**config.mk**
```make
export PLATFORM = sky130hd
export DESIGN_NAME = reverse_ctrl
export DESIGN_NICKNAME = d
export VERILOG_FILES = /design/src/rtl/reverse_ctrl.sv
export SDC_FILE = /design/constraint.sdc
export NUM_CORES = 1
export LEC_CHECK = 0
export CAP_MARGIN = 10
export CORE_UTILIZATION = 41
export DETAILED_ROUTE_END_ITERATION = 8
export GPL_TIMING_DRIVEN = 0
export PLACE_DENSITY_LB_ADDON = 0.2
export SETUP_SLACK_MARGIN = 0.1
export SLEW_MARGIN = 20
export SYNTH_ARGS = -nofsm -noshare
export SYNTH_HDL_FRONTEND = slang
export SYNTH_SLANG_ARGS = --single-unit
```
**constraint.sdc**
```tcl
create_clock -name clk -period 1.45 [get_ports clk]
set_input_delay 0.2175 -clock clk [delete_from_list [all_inputs] [get_ports clk]]
set_output_delay 0.2175 -clock clk [all_outputs]
set_load 0.01 [all_outputs]
```
**src/rtl/reverse_ctrl.sv**
```systemverilog
// reverse_ctrl: Moore FSM sequencing the reverse-number datapath (load, iterate, commit, error cap, abort).
module reverse_ctrl #(
    parameter int MAX_DIGITS = 5,
    parameter int CNT_W      = 3
) (
    input  logic             clk,
    input  logic             rst,
    input  logic             start,
    input  logic             abort,
    input  logic             x_eq,
    output logic             st,
    output logic             ld_x,
    output logic             ld_re,
    output logic             ld_out,
    output logic             busy,
    output logic             done,
    output logic             err,
    output logic [CNT_W-1:0] digit_cnt
);

    typedef enum logic [2:0] {
        S_IDLE,
        S_INIT,
        S_CHECK,
        S_STEP,
        S_OUTPUT,
        S_DONE,
        S_ERR
    } state_t;

    state_t           state_q, state_d;
    logic [CNT_W-1:0] cnt_q, cnt_d;
    logic             st_q, st_d;
    logic             ld_x_q, ld_x_d;
    logic             ld_re_q, ld_re_d;
    logic             ld_out_q, ld_out_d;
    logic             busy_q, busy_d;
    logic             done_q, done_d;
    logic             err_q, err_d;

    // Next state with abort override; outputs decoded from the next state so they register in step with it.
    always_comb begin
        state_d = state_q;
        case (state_q)
            S_IDLE:   state_d = start ? S_INIT : S_IDLE;
            S_INIT:   state_d = S_CHECK;
            S_CHECK:  state_d = x_eq ? S_OUTPUT : (cnt_q == CNT_W'(MAX_DIGITS)) ? S_ERR : S_STEP;
            S_STEP:   state_d = S_CHECK;
            S_OUTPUT: state_d = S_DONE;
            default:  state_d = S_IDLE;
        endcase
        if (abort && state_q != S_IDLE) state_d = S_IDLE;
        cnt_d    = (state_q == S_INIT) ? '0 : (state_q == S_STEP) ? cnt_q + 1'b1 : cnt_q;
        st_d     = state_d == S_STEP;
        ld_x_d   = state_d == S_INIT || state_d == S_STEP;
        ld_re_d  = state_d == S_INIT || state_d == S_STEP;
        ld_out_d = state_d == S_OUTPUT;
        busy_d   = state_d != S_IDLE;
        done_d   = state_d == S_DONE;
        err_d    = state_d == S_ERR;
    end

    // State, digit counter and registered Moore outputs.
    always_ff @(posedge clk or posedge rst) begin
        if (rst) begin
            state_q  <= S_IDLE;
            cnt_q    <= '0;
            st_q     <= 1'b0;
            ld_x_q   <= 1'b0;
            ld_re_q  <= 1'b0;
            ld_out_q <= 1'b0;
            busy_q   <= 1'b0;
            done_q   <= 1'b0;
            err_q    <= 1'b0;
        end else begin
            state_q  <= state_d;
            cnt_q    <= cnt_d;
            st_q     <= st_d;
            ld_x_q   <= ld_x_d;
            ld_re_q  <= ld_re_d;
            ld_out_q <= ld_out_d;
            busy_q   <= busy_d;
            done_q   <= done_d;
            err_q    <= err_d;
        end
    end

    assign st        = st_q;
    assign ld_x      = ld_x_q;
    assign ld_re     = ld_re_q;
    assign ld_out    = ld_out_q;
    assign busy      = busy_q;
    assign done      = done_q;
    assign err       = err_q;
    assign digit_cnt = cnt_q;

endmodule

```
=== Yosys cells after proc, flatten, opt, wreduce, memory -nomap -nowiden ===
Index checks and enable logic that the tools add are counted.

* Register bits after elaboration: 12
* Latch bits: 0
* Memory bits (writable): 0
* ROM bits: 0
* Input port bits: 5
* Output and inout bits: 10
* Word-level logic and storage cells: 33
* Memories: 0

* Add/subtract/negate cells: 1
* $mul: 0
* Divide/modulo/power cells: 0
* $lt $le $gt $ge: 0
* Eq/ne operators: 10
* Shift operators: 0
* Mux-type cells: 7
* Bitwise operators: 0
* Reduce and logical (&&, ||, !) cells: 7

{| class="wikitable"
|+ Operators with widths
! cell !! count
|-
| $eq A3 B3 Y1 const B || 5
|-
| $mux W3 || 5
|-
| $pmux W3 S4 || 1
|-
| $eq A3 B2 Y1 const B || 3
|-
| $eq A3 B1 Y1 const B || 2
|-
| $reduce_bool A3 Y1 || 2
|-
| $add A3 B1 Y3 const B || 1
|-
| $logic_not A3 Y1 || 1
|-
| $reduce_bool A2 Y1 || 1
|-
| $reduce_or A2 Y1 || 1
|-
| $logic_and A1 B1 Y1 || 1
|-
| $logic_or A1 B1 Y1 || 1
|-
| $mux W1 || 1
|}

=== Longest topological paths before layout ===
* Depth in word-level cells: 7
* Depth in mapped cells: 5
* Gate-level depth less buffers: 5

=== Least setup slack after synthesis ===
No wires, ideal clock.

* Kind: register to register
* Start point: register cnt_q[0], in the netlist digit_cnt[0]
* End point: register ld_re_q, in the netlist ld_re
* Setup time: 0.087 ns
* Data arrival time: 1.361 ns
* Slack: 0.002 ns
* Stages on the path, launching flop included: 5
* Period minus slack after synthesis: 1.448 ns
* Path through: dfrtp_1 -> ha_1 -> a21o_1 -> or3_4 -> a211oi_2

* Word-level cells in the longest chain between the ends: 7

{| class="wikitable"
|+ RTL lines
! what !! RTL line !! RTL
|-
| start: declaration || 32 || <nowiki>logic [CNT_W-1:0] cnt_q, cnt_d;</nowiki>
|-
| start signal: assignment || 77 || <nowiki>cnt_q <= cnt_d;</nowiki>
|-
| $eq A3 B3 Y1 (*) || 47 || <nowiki>S_CHECK: state_d = x_eq ? S_OUTPUT : (cnt_q == CNT_W'(MAX_DIGITS)) ? S_ERR : S_STEP;</nowiki>
|-
| $mux W3 (*) (2 in a row) || 47 ||
|-
| $pmux W3 S4 (*) || 44 || <nowiki>case (state_q)</nowiki>
|-
| $mux W3 (*) || 52 || <nowiki>if (abort && state_q != S_IDLE) state_d = S_IDLE;</nowiki>
|-
| $eq A3 B1 Y1 or $eq A3 B2 Y1 (tied branches) || 56 || <nowiki>ld_re_d = state_d == S_INIT || state_d == S_STEP;</nowiki>
|-
| $logic_or A1 B1 Y1 (*) || 56 ||
|-
| via ld_re_d || 35 || <nowiki>logic ld_re_q, ld_re_d;</nowiki>
|-
| end signal: assignment || 80 || <nowiki>ld_re_q <= ld_re_d;</nowiki>
|-
| end: declaration || 35 ||
|}

The timed path passes the listed nets; every way through them passes the cells marked *.
A chain may end at the register's enable or synchronous reset.

=== Worst setup path after layout ===
* Start point: register cnt_q[0], in the netlist digit_cnt[0]
* End point: register state_q[0]

* Word-level cells in the longest chain between the ends: 5

{| class="wikitable"
|+ RTL lines
! what !! RTL line !! RTL
|-
| $eq A3 B3 Y1 || 47 ||
|-
| $mux W3 (2 in a row) || 47 ||
|-
| $pmux W3 S4 || 44 ||
|-
| $mux W3 || 52 ||
|-
| via state_d[0] || 31 || <nowiki>state_t state_q, state_d;</nowiki>
|-
| end signal: assignment || 76 || <nowiki>state_q <= state_d;</nowiki>
|-
| end: declaration || 31 ||
|}

The timed path passes the listed nets, and every way through them passes these cells.

==> run_results.csv <==
group,metric,value,unit
run_status,status,"completed",
drt,ant_nets,0,
clocking,cts_tree,"built",
power,p_per_area,1240,nW/µm²
placed_design,dp_hpwl,779,µm
synthesis,ys_seq_area_frac,0.495,
power,ir_drop,0.000717,V
grt,grt_max_degree,13,
synthesis,synthTopCellsByArea,"dfrtp_1 (49%), a211oi_2 (4.1%), ha_1 (4.1%)",
grt,grt_pass1_wl,1760,µm
synthesis,ys_types,25,
placed_design,gp_congestion,0.765,
worst_setup_path,r2r_cells,4,
worst_setup_path,arrival,1.64,ns
timing,drv_slew,0,
job,drv_cap,0,
clocking,clock_path_buffers,2,
drt,vias,467,
drt,drc,0,
timing,slew_headroom,0.695,
worst_setup_path,worstSetupPathType,"flop to flop",
synthesis,synth_edf_count,0,
clocking,cts_max_level,1,
synthesis,ys_warn_count,0,
placed_design,io_buffers,14,
synthesis,syn_nets,62,
timing,grt_setup_unrepaired,"yes",
die,fp.dieH,40.5,µm
timing,setup_slack,0.00885,ns
min_path,hold_class,"input port to asynchronous set/reset pin",
synthesis,yosysMostFrequentCell,"dfrtp_1",
timing,finalSetupViolCount,0,
clocking,clkSlewWorstSetupHoldPaths,0.08,ns
clocking,cts-root-buf,"clkbuf_4",
synthesis,synthArstFlopShare,1.00,
worst_setup_path,reg2reg_slack,0.009,ns
drt,routed_wl,1140,µm
timing,period_needed,1.44,ns
synthesis,netlist_area,607,µm²
drt,drt_iter0_drc,9,
synthesis,synth_ff_type,"dfrtp_1",
synthesis,postSynthCellCount,55,
die,coreArea,1330,µm²
synthesis,syn_area_per_cell,11.0,µm²
power,leakage,0.460,nW
synthesis,synth_top_cells_by_count,"dfrtp_1 (12), nand2_1 (6), inv_1 (4)",
worst_setup_path,r2r_start,"digit_cnt[0]",
drt,wire_per_inst,12.4,µm
synthesis,netlist.top_cell.by_area,"dfrtp_1",
worst_setup_path,critPathRequiredTime,1.65,ns
die,num_rows,13,
final_layout,final_layout_size_suffix_gt1_frac,0.299,
clocking,clock_sinks,12,
timing,worstMarginPinSlew,0.458,ns
final_layout,n_antenna_cell,0,
timing,holdWs,0.248,ns
grt,antenna_found_initial,0,
timing,tns,0,ns
die,pin_count,15,
final_layout,syn_to_final_growth,41.0,%
timing,fmax,694,MHz
synthesis,ys_seq_elements,12,
placed_design,dp_worst_setup_slack,-0.0605,ns
grt,grt_usage,0.173,
grt,grt_pass1_vias,403,
final_layout,utilization,0.642,
die,start_util,0.455,
synthesis,synth_top_area_share,0.495,
worst_setup_path,worst_setup_path_start_kind,"flop",
clocking,clock_latency,0.27,ns
drt,dr.pass1.iters,3,
worst_setup_path,crit_fanout,3,
drt,routed_via_density,5.08,
clocking,numCtsBuffers,3,
worst_setup_path,rr_endpoint,"state_q[0]",
timing,hold_viol,0,
final_layout,fin_nets,85,
grt,grt_overflow_total,0,
timing,skew,0.00344,ns
die,die_w,40.5,µm
worst_setup_path,crit_start,"digit_cnt[0]",
die,die_area,1640,µm²
clocking,hold_buffers,0,
worst_setup_path,crit_path_end_kind,"flop",
timing,min_period_over_period,0.994,
[critical path: stages, from the launching register on]
cell and delay [ns]:
dfrtp_1 0.42, ha_4 0.16, a21o_1 0.18, or3_4 0.40, a211oi_2 0.21
[layout make-up]
cell class              instances  area [µm²]
multi-input cells              34         277
clock buffers                   4        36.3
well taps                      15        18.8
inverters                       5        18.8
fillers                       113         478
plain buffers                   4        35.0
repair buffers                 18         170
flip-flops and latches         12         300
[cell families after synthesis]
kind of cell	after synthesis	synth area share
adders and majority gates	2	0.0412
AOI/OAI and AO/OA	13	0.161
buffers and inverters	9	0.0886
DFF	12	0.495
and+or+nand+nor	19	0.214
[per-layer routing]
layer  global-route usage  vias up  share of wire
met5                    0        -              0
met4                0.100        0          0.017
met3               0.0500        4          0.040
met2                0.250       11           0.45
met1                0.227      220           0.49
li1                     -      232              -
[power breakdown]
part / leakage, nW / switching [mW] / internal (mW)
logic: 0.278 / 0.186 / 0.194
registers: 0.161 / 0.0296 / 0.383
clock network: 0.0210 / 0.112 / 0.153
total: 0.460 / 0.328 / 0.730
[state kept, by name (all words and copies together) (netlist names)]
register,cells
busy,1
digit_cnt,3
done,1
err,1
ld_out,1
ld_re,1
st,1
state_q,3
[metrics by stage]
step	area [µm²]	total power, mW	instances
after floorplan	609	0.624	55
after global placement	768	0.751	84
after detailed placement	768	0.760	84
after CTS	831	1.04	92
after global routing	856	1.13	92
final	856	1.06	92
[cell usage in the layout, fill, tap and decap left out, types with 3 or more instances in the layout]
cell type / synthesis / final
o21ai_0: 3 / 3
inv_1: 4 / 3
dlymetal6s2s_1: 0 / 3
dfrtp_1: 12 / 12
buf_4: 1 / 5
dlygate4sd2_1: 0 / 6
nand2_1: 6 / 6
clkbuf_4: 0 / 3
clkdlybuf4s50_1: 0 / 4
[worst max-delay path by stage]
stage,end,slack [ns],cells past startpoint
final,state_q[0],0.009,4
after CTS,ld_re,0.04,5
after floorplan,state_q[0],0.03,5
after global placement,busy,-0.10,4
after global routing,state_q[0],-0.05,5
after detailed placement,busy,-0.06,4
[timing repair]
action                                  in CTS  in global routing
hold endpoints to repair                     0                  0
pin swaps                                    0                  2
buffers inserted                             4                  0
endpoints found under the setup margin      11                  8
gates resized for setup                      8                  7
(Power assumes the default switching activity.)
